[src/rtl/orf_pkg.sv]
`default_nettype none
// ============================================================================
// Module  : orf_pkg
// Purpose : Shared constants for the operand register file: FunSel operation
//           codes, read-port select encodings and the default data width.
// Ports   : none (package)
// Rev     : 1.0  initial release
// ============================================================================
package orf_pkg;

  localparam int ORF_WIDTH = 16;

  // Operation applied to every enabled register at the clock edge
  localparam logic [2:0] ORF_DEC    = 3'b000;
  localparam logic [2:0] ORF_INC    = 3'b001;
  localparam logic [2:0] ORF_LOAD   = 3'b010;
  localparam logic [2:0] ORF_CLR    = 3'b011;
  localparam logic [2:0] ORF_LOADL0 = 3'b100;
  localparam logic [2:0] ORF_WRL    = 3'b101;
  localparam logic [2:0] ORF_WRH    = 3'b110;
  localparam logic [2:0] ORF_SEXT   = 3'b111;

  // Read-port select encodings: general registers first, then scratch
  localparam logic [2:0] SEL_R1 = 3'b000;
  localparam logic [2:0] SEL_R2 = 3'b001;
  localparam logic [2:0] SEL_R3 = 3'b010;
  localparam logic [2:0] SEL_R4 = 3'b011;
  localparam logic [2:0] SEL_S1 = 3'b100;
  localparam logic [2:0] SEL_S2 = 3'b101;
  localparam logic [2:0] SEL_S3 = 3'b110;
  localparam logic [2:0] SEL_S4 = 3'b111;

endpackage : orf_pkg
`default_nettype wire

[src/rtl/operand_register.sv]
`default_nettype none
// ============================================================================
// Module  : operand_register
// Purpose : One WIDTH-bit register function unit: decrement, increment,
//           load, clear, low-byte load, byte-lane writes and sign-extend.
// Ports   : Clock  - rising-edge clock
//           Reset  - synchronous active-high clear
//           E      - enable; when low the register holds
//           FunSel - operation code (orf_pkg ORF_*)
//           I      - write data
//           Q      - register contents
// Rev     : 1.0  initial release
// ============================================================================
module operand_register
  import orf_pkg::*;
#(
  parameter int WIDTH = ORF_WIDTH
) (
  input  logic             Clock,
  input  logic             Reset,
  input  logic             E,
  input  logic [2:0]       FunSel,
  input  logic [WIDTH-1:0] I,
  output logic [WIDTH-1:0] Q
);

  localparam logic [WIDTH-1:0] ONE = {{(WIDTH-1){1'b0}}, 1'b1};

  logic [WIDTH-1:0] q_next;

  always_comb begin
    q_next = Q;
    case (FunSel)
      ORF_DEC:    q_next = Q - ONE;   // wraps naturally modulo 2^WIDTH
      ORF_INC:    q_next = Q + ONE;
      ORF_LOAD:   q_next = I;
      ORF_CLR:    q_next = '0;
      ORF_LOADL0: begin
        q_next      = '0;
        q_next[7:0] = I[7:0];
      end
      ORF_WRL:    q_next[7:0]  = I[7:0];
      // High lane is always sourced from the low byte of I
      ORF_WRH:    q_next[15:8] = I[7:0];
      ORF_SEXT:   q_next = {{(WIDTH-8){I[7]}}, I[7:0]};
      default:    q_next = Q;
    endcase
  end

  always_ff @(posedge Clock) begin
    if (Reset) begin
      Q <= '0;
    end else if (E) begin
      Q <= q_next;
    end
  end

endmodule : operand_register
`default_nettype wire

[src/rtl/operand_register_file.sv]
`default_nettype none
// ============================================================================
// Module  : operand_register_file
// Purpose : Eight-entry operand store (R1-R4 general, S1-S4 scratch) with a
//           shared write port and two combinational read ports feeding the
//           ALU A and B inputs.
// Ports   : Clock   - rising-edge clock
//           Reset   - synchronous active-high, clears all registers
//           I       - write data
//           RegSel  - general register enables, MSB = R1 ... LSB = R4
//           ScrSel  - scratch register enables, MSB = S1 ... LSB = S4
//           FunSel  - operation applied to every enabled register
//           OutASel - read port A select (R1-R4, then S1-S4)
//           OutBSel - read port B select, same encoding
//           OutA    - selected register value for ALU A
//           OutB    - selected register value for ALU B
// Rev     : 1.0  initial release
// ============================================================================
module operand_register_file
  import orf_pkg::*;
#(
  parameter int WIDTH = ORF_WIDTH,
  parameter int NREG  = 4
) (
  input  logic                        Clock,
  input  logic                        Reset,
  input  logic [WIDTH-1:0]            I,
  input  logic [NREG-1:0]             RegSel,
  input  logic [NREG-1:0]             ScrSel,
  input  logic [2:0]                  FunSel,
  input  logic [$clog2(2*NREG)-1:0]   OutASel,
  input  logic [$clog2(2*NREG)-1:0]   OutBSel,
  output logic [WIDTH-1:0]            OutA,
  output logic [WIDTH-1:0]            OutB
);

  // Entries 0..NREG-1 are R1..R4, entries NREG..2*NREG-1 are S1..S4,
  // matching the read-select encoding directly.
  logic [WIDTH-1:0] regs [2*NREG];

  genvar k;
  generate
    for (k = 0; k < NREG; k++) begin : g_gen
      // Enable vectors are MSB-first: bit NREG-1 drives R1
      operand_register #(.WIDTH(WIDTH)) u_reg (
        .Clock  (Clock),
        .Reset  (Reset),
        .E      (RegSel[NREG-1-k]),
        .FunSel (FunSel),
        .I      (I),
        .Q      (regs[k])
      );
    end : g_gen

    for (k = 0; k < NREG; k++) begin : g_scr
      operand_register #(.WIDTH(WIDTH)) u_reg (
        .Clock  (Clock),
        .Reset  (Reset),
        .E      (ScrSel[NREG-1-k]),
        .FunSel (FunSel),
        .I      (I),
        .Q      (regs[NREG+k])
      );
    end : g_scr
  endgenerate

  // Read ports come from register state only, so no path exists from I
  assign OutA = regs[OutASel];
  assign OutB = regs[OutBSel];

endmodule : operand_register_file
`default_nettype wire
[config.mk]
export PLATFORM = sky130hd
export DESIGN_NAME = operand_register_file
export DESIGN_NICKNAME = d
export VERILOG_FILES = /design/src/rtl/orf_pkg.sv /design/src/rtl/operand_register.sv /design/src/rtl/operand_register_file.sv
export SDC_FILE = /design/constraint.sdc
export NUM_CORES = 1
export LEC_CHECK = 0
export BUFFER_PORTS_ARGS = -buffer_cell sky130_fd_sc_hd__buf_2
export CAP_MARGIN = 10
export CORE_ASPECT_RATIO = 1.25
export CORE_MARGIN = 5
export CORE_UTILIZATION = 50
export DETAILED_ROUTE_END_ITERATION = 8
export PLACE_DENSITY = 0.67
export SYNTH_ARGS = -nofsm -noshare
export SYNTH_HDL_FRONTEND = slang
export SYNTH_SLANG_ARGS = --single-unit
[constraint.sdc]
create_clock -name Clock -period 3.2 [get_ports Clock]
set_input_delay 0.64 -clock Clock [delete_from_list [all_inputs] [get_ports Clock]]
set_output_delay 0.64 -clock Clock [all_outputs]
set_load 0.02 [all_outputs]
### Word-level counts from Yosys, hierarchy flattened

Cells that the tools add are included.

| operators by class | value |
|---|---|
| $add $sub $neg | 16 |
| $lt $le $gt $ge | 2 |
| equality and inequality tests | 7 |
| mux-type cells | 22 |
| bitwise logic cells | 2 |
| reductions and logical operators | 21 |

Operators by type and width:

| kind | number |
|---|---|
| 8-bit case mux with 6 select lines | 8 |
| 8-bit case mux with 4 select lines | 8 |
| 16-bit by 1-bit adder with 16-bit output, second input constant | 8 |
| 16-bit by 1-bit subtractor with 16-bit output, second input constant | 8 |
| 16-bit binary-select mux with 3-bit select | 2 |
| 16-bit 2-to-1 mux | 4 |
| 2-bit AND reduction | 16 |
| 3-bit == test, second input constant | 4 |
| 4-bit greater-or-equal comparator, second input constant | 2 |
| 3-bit inverter with 4-bit output | 2 |
| 3-bit by 2-bit == test with 1-bit output, second input constant | 2 |
| 6-bit nonzero test | 1 |
| 4-bit nonzero test | 1 |
| 4-bit OR reduction | 1 |
| 3-bit by 1-bit == test with 1-bit output, second input constant | 1 |
| 3-bit logical NOT | 1 |
| 2-bit OR reduction | 1 |

| word-level totals | value |
|---|---|
| bits in registers | 128 |
| input bits | 35 |
| output and inout port bits | 32 |
| logic and storage cells | 86 |

### Longest topological paths before layout

Gate-level depths: netlist (run 1).

| depth | value |
|---|---|
| depth in word-level cells | 4 |
| mapped depth | 9 |
| depth with buffers taken out | 7 |

### By module

From an unflattened synthesis (run 1), not the netlist that was laid out.

| second synthesis, totals | value |
|---|---|
| cells, all modules | 2,257 |
| area total of the unflattened synthesis | 16,898.7 um^2 |

Modules (own cells, without submodules):

| module | times used | cells an instance | area an instance (um^2) | seq. area each (um^2) |
|---|---|---|---|---|
| operand_register at g_gen[0].u_reg ... | 7 | 268 | 1,843.0 | 320.3 |
| operand_register_file | 1 | 114 | 2,142.1 | 0.0 |
| operand_register at g_scr[3].u_reg | 1 | 267 | 1,855.5 | 320.3 |

### Worst setup path after synthesis (run 1)

No wires, ideal clock.

| timing | value |
|---|---|
| path type | input to output |
| start | input port OutBSel[0] |
| end | output port OutB[0] |
| arrival | 2,449 ps |
| data required time | 2,560 ps |
| setup slack | 111 ps |
| stages on the path | 5 |
| buffers on the path | 3 |
| cells stage by stage | clkbuf_1 -> clkbuf_1 -> clkbuf_1 -> mux4_2 -> o21ai_0 |

| on the way | value |
|---|---|
| longest elaborated chain between the ends | 4 |

Ends and longest elaborated chain:

| element | RTL line | source |
|---|---|---|
| start: declaration | operand_register_file.sv:32 | `input logic [$clog2(2*NREG)-1:0] OutBSel,` |
| 3-bit inverter with 4-bit output (implied by the code) | operand_register_file.sv:69 | `assign OutB = regs[OutBSel];` |
| 16-bit binary-select mux with 3-bit select | operand_register_file.sv:69 |  |
| 16-bit 2-to-1 mux (implied by the code) (2 in series) | operand_register_file.sv:69 |  |
| end: declaration | operand_register_file.sv:34 | `output logic [WIDTH-1:0] OutB` |

Every way passes these cells. The select of a mux whose other input is x is not followed.

### Final worst setup path (run 1)

| timing | value |
|---|---|
| start | input port OutASel[1] |
| end | output port OutA[9] |

| on the way | value |
|---|---|
| longest elaborated chain between the ends | 4 |

Ends and longest elaborated chain:

| element | RTL line | source |
|---|---|---|
| start: declaration | operand_register_file.sv:31 | `input logic [$clog2(2*NREG)-1:0] OutASel,` |
| 3-bit inverter with 4-bit output (implied by the code) | operand_register_file.sv:68 | `assign OutA = regs[OutASel];` |
| 16-bit binary-select mux with 3-bit select | operand_register_file.sv:68 |  |
| 16-bit 2-to-1 mux (implied by the code) (2 in series) | operand_register_file.sv:68 |  |
| end: declaration | operand_register_file.sv:33 | `output logic [WIDTH-1:0] OutA,` |

Every way passes these cells. The select of a mux whose other input is x is not followed.

==> qor.txt, run 1 <==
outcome - finished, final reports clean
final hold vios - 0
Yosys top cell area share - 19.6%
CTS Root Cell - clkbuf_16
fin crit period - 2.80 ns
layout cell share with drive strength beyond 1 - 16.2%
Sw Pwr - 2.35 mW
sequential power share - 35.1%
cell taking the most area after synthesis - dfxtp_1
max_cap viols - 0
Die Wd - 154 µm
die height - 191 µm
vias - 14,744
placed cells - 1,993
unrepaired setup endpoints after global routing - false
die area - 29,400 µm²
share of total power in the clock network - 32.7%
FFs w/ async S/R, synth - 0%
fin cells - 2,024
largest net degree at the start of global routing - 55
remaining antenna violation count - 0
Worst VDD drop - 348 µV
dominant cells by area after synthesis - dfxtp_1, mux4_2, o21ai_0
switching power share of the total - 38.6%
CTS tree - built
initial antenna violation count - 2
Netlist cell types - 82
Startpoint Class - primary input
DRT Pass-1 Iters - 9
cts repair resizes - 0
gpl congestion - 0.976
R2R Setup Slk - 0.67 ns
crit path to - OutA[9]
Synth top cells by count - nand2_1, clkbuf_1, dfxtp_1
Worst Max-Slew Pin Slew - 0.924 ns
register area - 2560 µm²
CTS Sinks - 128
Tot GR Track Use - 35.2%
P_leak - 4.98 nW
Syn. warnings - 0
site row count - 66
Critical path origin - OutASel[1]
Slew Viols, Final - 0
vias in the first global route - 13,204
Power Density - 430 nW/µm²
Slew headroom - 37.9%
worst r2r dst - g_gen[3].u_reg.Q[15]
worst r2r src - g_gen[3].u_reg.Q[2]
clk_lat worst skew - 0.44 ns
clk_skew - 0.00695 ns
first-pass GRT wire length - 80,700 µm
Starting Density - 50.5%
Buffers on Ports - 66
Top-Level Pins - 67
Pint - 3.73 mW
H-tree depth - 4
WS Path Type - primary input to output pin
DP HPWL - 38,700 µm
syn avg cell area - 7.60 µm²
Worst EP arrival - 2.16 ns
CP Capture Type - output pin
Hold Path Depth - 2
Core Footprint - 25,800 µm²
Post-synth EDFFs - 0
total gr overflow - 0
Final TNS setup - 0 ns
combined area of the multi-input logic cells - 9500 µm²
predominant post-synthesis flop cell - dfxtp_1
critical path fanouts, max - 21
routed vias/inst - 7.28
Mapped Area - 13,000 µm²
period utilisation layout - 87.4%
Syn-to-layout area delta - 8.61%
Synth Register Bits - 128
Worst R2R Path Depth - 5
fin nets - 1,723
fillers - 2,448
net count after synthesis - 1,767
drt total wl - 53,000 µm
WL/cell - 26.2 µm
1st-iter DRT viols - 2,129
fmax - 0.358 GHz
sequential area share after synthesis - 19.6%
Hold Buf Count CTS - 0
Logic pwr share - 32.3%
WP data required - 2.56 ns
clock buffers created by TritonCTS - 17
Mapped Cells - 1,716
WHS - 0.536 ns
Clock Tree Buf Depth - 2
clk slew on worst S/H paths - 0.06 ns
final setup vio count - 0
# DRC - 0
count leader, synth - nand2_1
hold crit path type - primary input to flop
setup bufs post-CTS - 0
==> critical path, cell delays in order <==
cell and delay (ns):
buf_2 0.25, buf_12 0.24, mux4_2 0.54, mux2_2 0.30, buf_2 0.16
==> logic make-up after synthesis <==
kind of cell	Yosys count	synth area share [%]
buffers and inverters	245	7.64
flip-flops	128	19.6
adder cells (fa/ha/maj)	16	1.53
AO/OA/AOI/OAI	492	25.6
AND/OR/NAND/NOR	665	26.7
XOR/XNOR	63	4.23
multiplexers	107	14.6
==> routing by layer <==
metal	share of wire, %	global-route usage [%]	up-vias	wire length, µm
met5	0	0	-	0
met3	12	5.93	188	6280
li1	-	-	6544	-
met4	5.4	17.1	0	2850
met2	43	53.0	1097	23000
met1	39	48.9	6915	20900
==> cells in the final DEF (no fill, tap or decap), types with 19 or more instances in the layout <==
| cell | n |
|---|---|
| a211oi_1 | 72 |
| a21oi_1 | 89 |
| a221oi_1 | 28 |
| a31oi_1 | 34 |
| and2_1 | 25 |
| and3_1 | 23 |
| buf_2 | 65 |
| buf_4 | 60 |
| dfxtp_1 | 128 |
| inv_1 | 50 |
| mux2_2 | 28 |
| mux4_2 | 63 |
| nand2_1 | 143 |
| nand3_1 | 70 |
| nand4_1 | 48 |
| nor2_1 | 110 |
| nor3_1 | 85 |
| nor4_1 | 58 |
| o21ai_0 | 110 |
| o31ai_1 | 23 |
| or4_1 | 19 |
| xnor2_1 | 33 |
| xor2_1 | 29 |
==> registers in the layout, indices dropped and copies added, names as in the netlist <==
| register | flops |
|---|---|
| g_gen.u_reg.Q | 64 |
| g_scr.u_reg.Q | 64 |
==> through the flow <==
| stage | util (%) | instance area (µm²) | power (mW) | setup slack (ns) |
|---|---|---|---|---|
| 2_1_floorplan | - | 13000 | 3.38 | 0.111 |
| 3_3_place_gp | 52.6 | 13600 | 4.02 | 0.345 |
| 3_5_place_dp | 52.6 | 13600 | 4.05 | 0.375 |
| 4_1_cts | 54.8 | 14200 | 6.02 | 0.393 |
| 5_1_grt | 54.8 | 14200 | 6.32 | 0.333 |
| 6_report | 54.8 | 14200 | 6.09 | 0.403 |
==> power by group through the flow <==
stage | combinational [mW] | sequential, mW | clock [mW]
6_report | 1.96 | 2.13 | 1.99
5_1_grt | 2.11 | 2.15 | 2.06
4_1_cts | 1.91 | 2.12 | 2.00
3_5_place_dp | 1.90 | 2.15 | 0
3_3_place_gp | 1.88 | 2.14 | 0
2_1_floorplan | 1.54 | 1.84 | 0
==> how the worst min path moves through the flow <==
stage                         startpoint              endpoint  slack (ns)
finish                         ScrSel[3]   g_scr[0].u_reg.Q[2]        0.54
global route                   RegSel[2]   g_gen[1].u_reg.Q[2]        0.53
CTS                            ScrSel[3]   g_scr[0].u_reg.Q[2]        0.51
detailed placement  g_scr[0].u_reg.Q[15]  g_scr[0].u_reg.Q[15]        0.56
global placement    g_scr[0].u_reg.Q[15]  g_scr[0].u_reg.Q[15]        0.54
floorplan           g_scr[3].u_reg.Q[15]  g_scr[3].u_reg.Q[15]        0.48
==> layout make-up <==
cell class	count	area share (%)
repair buffers	132	6.46
diodes	2	0.0353
well taps	340	3.00
flip-flops and latches	128	18.1
inverters	50	1.32
clock buffers	23	3.44
clock inverters	6	0.583
multi-input cells	1343	67.1
Note: power is estimated with default switching activity, not from simulation.
==> inputs of run 2 (changes only) <==
==> constraint.sdc (replaced) <==
create_clock -name Clock -period 3.5 [get_ports Clock]
set_input_delay 0.7 -clock Clock [delete_from_list [all_inputs] [get_ports Clock]]
set_output_delay 0.7 -clock Clock [all_outputs]
set_load 0.02 [all_outputs]
==> qor.txt, run 2 (same netlist as run 1, synthesis figures left out) <==
outcome - finished, final reports clean
Top Registers - g_gen.u_reg.Q (64), g_scr.u_reg.Q (64)
clk slew on worst S/H paths - 0.06 ns
clk_lat worst skew - 0.44 ns
critical path fanouts, max - 19
WP data required - 2.80 ns
share of total power in the clock network - 35.1%
initial antenna violation count - 0
R2R Setup Slk - 0.97 ns
Starting Density - 50.5%
worst r2r src - g_scr[3].u_reg.Q[0]
Pint - 3.60 mW
final hold vios - 0
crit path to - OutA[3]
CTS Root Cell - clkbuf_16
unrepaired setup endpoints after global routing - false
CP Capture Type - output pin
largest net degree at the start of global routing - 90
cts repair resizes - 0
Final TNS setup - 0 ns
layout cell share with drive strength beyond 1 - 16.2%
commonest non-fill, non-tap cell in the layout - nand2_1
sequential power share - 34.1%
setup bufs post-CTS - 0
fin crit period - 2.96 ns
Sw Pwr - 2.17 mW
Pwr Total - 5.77 mW
Die Wd - 154 µm
Clock Tree Buf Depth - 2
Syn-to-layout area delta - 8.79%
die area - 29,400 µm²
die height - 191 µm
hold crit path type - flop to flop
vias in the first global route - 13,442
CTS tree - built
Worst R2R Path Depth - 7
clk_skew - 0.00703 ns
Buffers on Ports - 66
first-pass GRT wire length - 81,500 µm
P_leak - 4.99 nW
H-tree depth - 4
CTS Sinks - 128
WS Path Type - primary input to output pin
WHS - 0.560 ns
1st-iter DRT viols - 2,159
Slew headroom - 34.1%
Worst VDD drop - 342 µV
antenna cells - 0
Startpoint Class - primary input
DP HPWL - 39,100 µm
drt total wl - 53,100 µm
vias - 14,865
max_cap viols - 0
Core Footprint - 25,800 µm²
DRT Pass-1 Iters - 6
# DRC - 0
remaining antenna violation count - 0
Worst Max-Slew Pin Slew - 0.979 ns
Hold Buf Count CTS - 0
gpl congestion - 0.986
Critical path origin - OutASel[0]
routed vias/inst - 7.35
Worst EP arrival - 2.26 ns
total gr overflow - 0
Logic pwr share - 30.8%
site row count - 66
Slew Viols, Final - 0
Power Density - 406 nW/µm²
clock buffers created by TritonCTS - 17
fin nets - 1,720
WL/cell - 26.3 µm
commonest non-fill, non-tap cells in the layout - nand2_1, dfxtp_1, o21ai_0, nor2_1, a21oi_1
Tot GR Track Use - 35.5%
fmax - 0.338 GHz
worst r2r dst - g_scr[3].u_reg.Q[12]
switching power share of the total - 37.7%
Top-Level Pins - 67
final setup vio count - 0
period utilisation layout - 84.5%
-- run 2: cell types whose count changed in the layout (fill, tap and decap cells not counted) --
cell,delta
clkbuf_8,-2
buf_12,-2
bufinv_16,+3
clkinv_2,+1
diode_2,-2
clkinvlp_4,+1
buf_4,-1
-- run 2: how the worst min path moves through the flow --
| stage | startpoint | end | slack (ns) | depth (start not counted) |
|---|---|---|---|---|
| final | g_scr[0].u_reg.Q[15] | g_scr[0].u_reg.Q[15] | 0.56 | 2 |
| after global routing | g_scr[0].u_reg.Q[15] | g_scr[0].u_reg.Q[15] | 0.57 | 2 |
| after CTS | g_scr[0].u_reg.Q[15] | g_scr[0].u_reg.Q[15] | 0.55 | 2 |
| after detailed placement | g_scr[0].u_reg.Q[15] | g_scr[0].u_reg.Q[15] | 0.55 | 2 |
| after global placement | g_scr[0].u_reg.Q[15] | g_scr[0].u_reg.Q[15] | 0.53 | 2 |
| after floorplan | g_scr[3].u_reg.Q[15] | g_scr[3].u_reg.Q[15] | 0.48 | 2 |
-- run 2: final cells by class --
class | instances | area, µm²
clock buffers | 21 | 460
clock inverters | 11 | 185
fillers | 2446 | 11700
inverters | 50 | 188
multi-input cells | 1343 | 9500
flip-flops and latches | 128 | 2560
well taps | 340 | 425
repair buffers | 129 | 868
-- run 2: power by group through the flow --
stage / sequential, mW / combinational [mW] / clock, mW
after CTS: 1.95 / 1.73 / 2.03
after detailed placement: 1.98 / 1.72 / 0
final: 1.97 / 1.78 / 2.02
after global routing: 1.98 / 1.91 / 2.09
after global placement: 1.98 / 1.70 / 0
after floorplan: 1.68 / 1.40 / 0
-- run 2: through the flow --
step | area (µm²) | instances | worst slack (ns) | utilization (%)
6_report | 14200 | 2022 | 0.543 | 54.9
5_1_grt | 14200 | 2022 | 0.483 | 54.9
4_1_cts | 14200 | 2022 | 0.548 | 54.9
3_5_place_dp | 13500 | 1990 | 0.552 | 52.4
3_3_place_gp | 13500 | 1990 | 0.571 | 52.4
2_1_floorplan | 13000 | 1716 | 0.291 | -
-- run 2: per-layer routing --
layer / wire length, µm / track usage (%) / vias to the layer above / share of wire [%]
met3: 6400 / 6.52 / 189 / 12
met5: 0 / 0 / - / 0
met2: 22600 / 52.2 / 1050 / 43
met1: 20900 / 49.2 / 7099 / 39
met4: 3270 / 19.1 / 0 / 6.2
li1: - / - / 6527 / -
-- run 2: worst max-delay path, cell delays in order --
cell and delay (ns):
buf_2 0.40, buf_4 0.34, mux4_2 0.35, mux2_2 0.29, buf_2 0.16
